## src/rtl/op_mode_scheduler.sv

```systemverilog
// rtl/op_mode_scheduler.sv - debounced op stepper/auto-cycler driving the shared 7-seg op datapath
module op_mode_scheduler #(
  parameter int DEB_CYCLES = 250000,
  parameter int TICK_DIV   = 50000000,
  parameter int SETTLE     = 1
) (
  input  logic        clk,
  input  logic        rst_n,
  input  logic [5:0]  bits_in,
  input  logic        btn_next,
  input  logic        btn_auto,
  input  logic [41:0] op_display_in,
  output logic [2:0]  op_sel,
  output logic [5:0]  op_bits,
  output logic [41:0] display,
  output logic        disp_valid,
  output logic [5:0]  op_led,
  output logic        auto_on
);

  localparam int DW = (DEB_CYCLES > 1) ? $clog2(DEB_CYCLES) : 1;
  localparam int TW = (TICK_DIV > 1) ? $clog2(TICK_DIV) : 1;
  localparam int SW = (SETTLE > 1) ? $clog2(SETTLE) : 1;
  localparam logic [DW-1:0] DEB_MAX     = DW'(DEB_CYCLES - 1);
  localparam logic [TW-1:0] TICK_MAX    = TW'(TICK_DIV - 1);
  localparam logic [SW-1:0] SETTLE_INIT = SW'(SETTLE - 1);

  typedef enum logic [1:0] {
    ST_IDLE,
    ST_LOAD,
    ST_SETTLE,
    ST_SHOW
  } state_t;

  state_t        state;
  logic [1:0]    btn_raw;
  logic [1:0]    sync1;
  logic [1:0]    sync2;
  logic [1:0]    level;
  logic [1:0]    level_q;
  logic [DW-1:0] deb_cnt [2];
  logic          next_ev;
  logic          auto_ev;
  logic [TW-1:0] tick_cnt;
  logic          tick_ev;
  logic          adv_req;
  logic [SW-1:0] settle_cnt;
  logic [2:0]    sel_next;

  // bit 0 is the step button, bit 1 the auto-mode button
  assign btn_raw = {btn_auto, btn_next};

  // two-flop synchronizers for the asynchronous button inputs
  always_ff @(posedge clk or negedge rst_n) begin
    if (!rst_n) begin
      sync1 <= '0;
      sync2 <= '0;
    end else begin
      sync1 <= btn_raw;
      sync2 <= sync1;
    end
  end

  // stable-count filter: a level is accepted after DEB_CYCLES consecutive differing samples
  always_ff @(posedge clk or negedge rst_n) begin
    if (!rst_n) begin
      level      <= '0;
      level_q    <= '0;
      deb_cnt[0] <= '0;
      deb_cnt[1] <= '0;
    end else begin
      level_q <= level;
      for (int i = 0; i < 2; i++) begin
        if (sync2[i] == level[i]) begin
          deb_cnt[i] <= '0;
        end else if (deb_cnt[i] == DEB_MAX) begin
          level[i]   <= sync2[i];
          deb_cnt[i] <= '0;
        end else begin
          deb_cnt[i] <= deb_cnt[i] + DW'(1);
        end
      end
    end
  end

  assign next_ev = level[0] & ~level_q[0];
  assign auto_ev = level[1] & ~level_q[1];
  assign tick_ev = auto_on && (tick_cnt == TICK_MAX);
  assign adv_req = next_ev | tick_ev;

  // auto mode toggle and free-running tick divider (restarted on every toggle)
  always_ff @(posedge clk or negedge rst_n) begin
    if (!rst_n) begin
      auto_on  <= 1'b0;
      tick_cnt <= '0;
    end else if (auto_ev) begin
      auto_on  <= ~auto_on;
      tick_cnt <= '0;
    end else if (auto_on) begin
      tick_cnt <= tick_ev ? '0 : tick_cnt + TW'(1);
    end
  end

  // next op number: first request after reset keeps op 1, later ones step 1..6 with wrap
  always_comb begin
    sel_next = op_sel;
    if (state == ST_SHOW) begin
      sel_next = (op_sel == 3'd6) ? 3'd1 : op_sel + 3'd1;
    end
  end

  // op FSM; op_sel/op_bits are loaded on the edge entering LOAD so the datapath
  // starts settling immediately, and LOAD counts as the first settle cycle
  always_ff @(posedge clk or negedge rst_n) begin
    if (!rst_n) begin
      state      <= ST_IDLE;
      op_sel     <= 3'd1;
      op_bits    <= '0;
      op_led     <= 6'b000001;
      display    <= '0;
      disp_valid <= 1'b0;
      settle_cnt <= '0;
    end else begin
      case (state)
        ST_IDLE, ST_SHOW: begin
          if (adv_req) begin
            op_sel     <= sel_next;
            op_led     <= 6'b000001 << (sel_next - 3'd1);
            op_bits    <= bits_in;
            disp_valid <= 1'b0;
            settle_cnt <= SETTLE_INIT;
            state      <= ST_LOAD;
          end
        end
        ST_LOAD, ST_SETTLE: begin
          if (settle_cnt == '0) begin
            display    <= op_display_in;
            disp_valid <= 1'b1;
            state      <= ST_SHOW;
          end else begin
            settle_cnt <= settle_cnt - SW'(1);
            state      <= ST_SETTLE;
          end
        end
        default: state <= ST_IDLE;
      endcase
    end
  end

endmodule

```

## config.mk

```make
export PLATFORM = sky130hd
export DESIGN_NAME = op_mode_scheduler
export DESIGN_NICKNAME = d
export VERILOG_FILES = /design/src/rtl/op_mode_scheduler.sv
export SDC_FILE = /design/constraint.sdc
export NUM_CORES = 1
export LEC_CHECK = 0
export CORE_MARGIN = 10
export CORE_UTILIZATION = 47
export DETAILED_ROUTE_END_ITERATION = 10
export GPL_TIMING_DRIVEN = 0
export PLACE_DENSITY = 0.73
export SLEW_MARGIN = 0
export SYNTH_ARGS = -nofsm -noshare
export SYNTH_HDL_FRONTEND = slang
export SYNTH_SLANG_ARGS = --single-unit
```

## constraint.sdc

```tcl
create_clock -name clk -period 3 [get_ports clk]
set_input_delay 0.6 -clock clk [delete_from_list [all_inputs] [get_ports clk]]
set_output_delay 0.6 -clock clk [all_outputs]
set_load 0.02 [all_outputs]
```

=== Word level (Yosys, flattened, before mapping) ===
Index checks and enable logic that the tools add are counted.

* Register bits: 132
* Input port bits: 52
* Word-level logic and storage cells: 70

* Add/sub/neg operators: 6
* Equal/unequal tests: 11
* Shift-type cells: 1
* Muxes and demuxes: 17
* Bitwise gates (word level): 9
* Reduce and logical (&&, ||, !) cells: 10

{| class="wikitable"
|+ Operators with widths
! cell !! number
|-
| two-way mux 26 bit || 3
|-
| two-way mux 18 bit || 4
|-
| adder 18 x 1 -> 18 bit, second input constant || 2
|-
| equality test 18 bit, second input constant || 2
|-
| adder 26 x 1 -> 26 bit, second input constant || 1
|-
| equality test 26 bit, second input constant || 1
|-
| AND reduction 2 bit || 5
|-
| two-way mux 3 bit || 2
|-
| NOT 1 bit || 6
|-
| << shifter 1 x 3 -> 6 bit, first input constant || 1
|-
| equality test 2 bit, second input constant || 2
|-
| two-way mux 1 bit || 4
|-
| != test 2 bit, second input constant || 2
|-
| one-hot mux 1 bit (2 select lines) || 2
|-
| one-hot mux 2 bit (2 select lines) || 1
|-
| OR reduction 2 bit || 2
|-
| adder 3 x 1 -> 3 bit, second input constant || 1
|-
| equality test 3 bit, second input constant || 1
|-
| subtractor 3 x 1 -> 3 bit, second input constant || 1
|-
| AND 1 bit || 2
|-
| equality test 1 bit || 2
|-
| equality test 2 x 1 -> 1 bit, second input constant || 1
|-
| zero test 2 bit || 1
|-
| two-way mux 2 bit || 1
|-
| other kinds (4) || 4
|}

=== Logic depth before layout (Yosys ltp) ===
* Depth in word-level cells: 5
* Mapped depth: 7
* Gate-level depth less buffers: 6

=== Worst setup path after synthesis ===
No wires, ideal clock.

* Kind: flip-flop to flip-flop
* From: reg tick_cnt[11]
* To: reg op_bits[0]
* Arrival: 2.014 ns
* Required time: 2.875 ns
* Path slack: 0.862 ns
* Stages on the path, launching flop included: 6
* Path buffers: 0
* Clock period less this slack: 2.138 ns
* Path through: dfrtp_1 or4_4 nor4_4 a21oi_2 nor2_2 mux2_2

* Longest elaborated chain between the ends: 4

{| class="wikitable"
|+ Ends and longest elaborated chain
! what !! RTL line !! source
|-
| start, declared || 44 || <nowiki>logic [TW-1:0] tick_cnt;</nowiki>
|-
| start signal, assigned || 100 || <nowiki>tick_cnt <= tick_ev ? '0 : tick_cnt + TW'(1);</nowiki>
|-
| equality test 26 bit || 88 || <nowiki>assign tick_ev = auto_on && (tick_cnt == TICK_MAX);</nowiki>
|-
| logical AND 1 bit || 88 ||
|-
| bitwise OR 1 bit || 89 || <nowiki>assign adv_req = next_ev | tick_ev;</nowiki>
|-
| AND reduction 2 bit (no source line) || n/a ||
|-
| end signal, assigned || 129 || <nowiki>op_bits <= bits_in;</nowiki>
|-
| end, declared || 14 || <nowiki>output logic [5:0] op_bits,</nowiki>
|}

Every way passes these cells.
A chain may end at the register's enable or synchronous reset.

=== Worst setup path after layout ===
* From: reg auto_on
* To: reg tick_cnt[16]

* Longest elaborated chain between the ends: 4
* Elaborated cells on any way between the ends: 5

{| class="wikitable"
|+ Ends and longest elaborated chain
! what !! RTL line !! source
|-
| start, declared || 18 || <nowiki>output logic auto_on</nowiki>
|-
| start signal, assigned || 97 || <nowiki>auto_on <= ~auto_on;</nowiki>
|-
| logical AND 1 bit || 88 ||
|-
| two-way mux 26 bit || 100 ||
|-
| two-way mux 26 bit || 99 || <nowiki>end else if (auto_on) begin</nowiki>
|-
| two-way mux 26 bit || 96 || <nowiki>end else if (auto_ev) begin</nowiki>
|}

Several ways; a longest one is shown, not always the timed one. The select of a mux whose other input is x is not followed.

==> results.sh <==
export IMPL_status="completed"
export IMPL_die_w_um=131
export IMPL_cp_arrival_ns=2.97
export IMPL_vdd_drop_max_mv=0.437
export IMPL_clock_sinks=130
export IMPL_fin_crit_sh=0.883
export IMPL_chipHeight_um=131
export IMPL_synth_top_area_frac=0.550
export IMPL_ys_flop_type="dfrtp_1"
export IMPL_p_per_area_mw_per_mm2=523
export IMPL_grt_pass1_vias=4613
export IMPL_vias=4399
export IMPL_postCtsSetupRepairBufs=0
export IMPL_rsz0062_at_grt="false"
export IMPL_grt_pass1_wl_um=23400
export IMPL_worstSetupPathType="reg -> reg"
export IMPL_grt_max_degree=73
export IMPL_layout_cells_non_filler=830
export IMPL_ant_nets=0
export IMPL_synth_seq_cells=130
export IMPL_wirelength_um=13800
export IMPL_async_flop_share=1.00
export IMPL_wire_per_inst_um=16.6
export IMPL_finClkSkew_ns=0.0121
export IMPL_power_mw=4.08
export IMPL_place_congestion=0.814
export IMPL_synthTopCellsByArea="dfrtp_1 55%, mux2_2 10%, xor2_1 3.5%, nor2_1 3.4%, xnor2_1 2.7%"
export IMPL_ios=111
export IMPL_yosysSeqAreaShare=0.559
export IMPL_dpl_cell_area_mm2=0.00716
export IMPL_nFillCells=929
export IMPL_drv_cap=0
export IMPL_seq_area_mm2=0.00326
export IMPL_synth_cells=519
export IMPL_setup_viol=0
export IMPL_crit_slowest_cell="a211oi_1"
export IMPL_clkSlewWorstSetupHoldPaths_ns=0.06
export IMPL_worstPathCellList="clkbuf_1 > clkinv_1 > a211oi_1 > clkbuf_1 > o21ai_0 > a31oi_1"
export IMPL_cpPeakStageDelay_ns=0.67
export IMPL_leakage_nw=3.36
export IMPL_yosys_warnings=0
export IMPL_setup_tns_ns=0
export IMPL_drtIter0Drc=304
export IMPL_path_max_fanout=10
export IMPL_start_kind="flop"
export IMPL_diodes=0
export IMPL_synth_avg_cell_area_um2=11.2
export IMPL_dr_pass1_iters=4
export IMPL_drc=0
export IMPL_core_area_mm2=0.0121
export IMPL_final_area_mm2=0.00779
export IMPL_hold_slack_ns=0.146
export IMPL_utilization=0.646
export IMPL_vias_per_cell=5.30
export IMPL_cts_made_buffers=17
export IMPL_nNetsFinal=706
export IMPL_area_growth_pct=33.8
export IMPL_required_ns=3.32
export IMPL_cts_resized=0
export IMPL_grt_overflow_total=0
export IMPL_yosysUniqueCellTypes=50
export IMPL_fmax_mhz=377
export IMPL_tightest_slew_ns=0.790
export IMPL_die_area_mm2=0.0172
export IMPL_synth_top_cell_by_area="dfrtp_1"
export IMPL_fin_crit_ns=2.65
export IMPL_synth_edf_count=0
export IMPL_std_cell_rows=40
export IMPL_synth_nets=576
export IMPL_drive_above_1_share=0.150
export IMPL_htreeDepth=4
export IMPL_clock_latency_ns=0.42
export IMPL_post_dp_hpwl_um=10200
export IMPL_critPathCaptureType="flop"
export IMPL_track_usage=0.166
export IMPL_crit_top_cell="clkbuf_1"
export IMPL_cts_tree="built"
export IMPL_start_util=0.483
export IMPL_syn_cell_area_mm2=0.00582
export IMPL_slew_headroom=0.466
export IMPL_hold_buffers=0
export IMPL_worst_slack_ns=0.350
export IMPL_dp_cells=798
export IMPL_antenna_found_initial=0
export IMPL_root_buffer="clkbuf_16"
export IMPL_dp_slack_ns=0.375
export IMPL_hold_path_class="in -> async"
export IMPL_final_hold_violation_count=0
export IMPL_multi_input_comb_area_mm2=0.00243
export IMPL_port_buffers=110
export IMPL_finalMaxSlewViolations=0
export IMPL_ctsLongestPathBuffers=2
==> worst max-delay path, delay by kind of cell, from the launching register on <==
kind                   cells  cell delay, ns
AOI/OAI and AO/OA          3            1.05
DFF                        1            0.34
buffers and inverters      3            1.16
==> cells in the mapped netlist, types with 11 or more instances <==
| cell type | number |
|---|---|
| a31oi_1 | 16 |
| nor2_1 | 53 |
| mux2_2 | 52 |
| nand3_1 | 31 |
| xnor2_1 | 18 |
| dfrtp_1 | 128 |
| inv_1 | 11 |
| nand2_1 | 37 |
| nand4_1 | 12 |
| clkbuf_1 | 17 |
| o21ai_0 | 15 |
| xor2_1 | 23 |
==> sequential cells by signal (all words and copies together) (netlist names) <==
signal	count
display	42
op_bits	6
sync1	2
op_sel	3
auto_on	1
disp_valid	1
deb_cnt	36
sync2	2
op_led	6
level_q	2
level	2
state	1
tick_cnt	26
==> routing by layer <==
| metal | vias to the layer above | wire (µm) | track usage |
|---|---|---|---|
| met5 | - | 0 | 0 |
| met4 | 0 | 261 | 0.0606 |
| met3 | 21 | 544 | 0.0503 |
| met2 | 75 | 7420 | 0.294 |
| met1 | 2188 | 5580 | 0.183 |
| li1 | 2115 | - | - |
==> power breakdown <==
group | switching (mW) | internal [mW]
registers | 0.00787 | 1.76
clock network | 0.732 | 1.45
logic | 0.0546 | 0.0697
==> path summary, 6_finish.rpt <==
| kind | start | slack, ns | cells after the start | endpoint |
|---|---|---|---|---|
| max reg2reg | auto_on | 0.35 | 6 | tick_cnt[16] |
| min reg2reg | sync1[1] | 0.35 | 0 | sync2[1] |
| min in group clk | sync1[1] | 0.35 | 0 | sync2[1] |
| min | rst_n | 0.15 | 1 | display[7] |
| max | auto_on | 0.35 | 6 | tick_cnt[16] |
| max in group asynchronous | rst_n | 2.13 | 2 | tick_cnt[18] |
==> final cells by class <==
class	instances	area share
Buffer	22	0.0109
Tap cell	168	0.0270
Clock buffer	22	0.0609
Sequential cell	130	0.418
Multi-Input combinational cell	355	0.313
Clock inverter	10	0.0199
Timing Repair Buffer	111	0.145
Inverter	12	0.00578
==> cell families after synthesis <==
kind of cell,Yosys count,synth area share
AND/OR/NAND/NOR,195,0.176
flip-flops,130,0.559
adder cells (fa/ha/maj),5,0.0107
buffers and inverters,34,0.0224
multiplexers,52,0.101
XOR/XNOR,41,0.0617
AO/OA/AOI/OAI,62,0.0694
==> placed cells by master, fill, tap and decap left out, types with 4 or more instances in the layout <==
cell type / n
dfrtp_1: 128
clkdlybuf4s50_1: 109
nor2_1: 53
mux2_2: 52
nand2_1: 37
nand3_1: 31
xor2_1: 23
clkbuf_1: 19
xnor2_1: 18
clkbuf_16: 17
a31oi_1: 16
o21ai_0: 15
nand4_1: 12
inv_1: 11
a21oi_1: 10
nand3b_1: 8
nor4_1: 7
and3_1: 7
nor3_1: 7
o31ai_1: 6
a41oi_1: 5
ha_1: 5
nor3b_1: 4
nand2b_1: 4
clkinv_2: 4
bufinv_16: 4
Note: power is estimated with default switching activity, not from simulation.
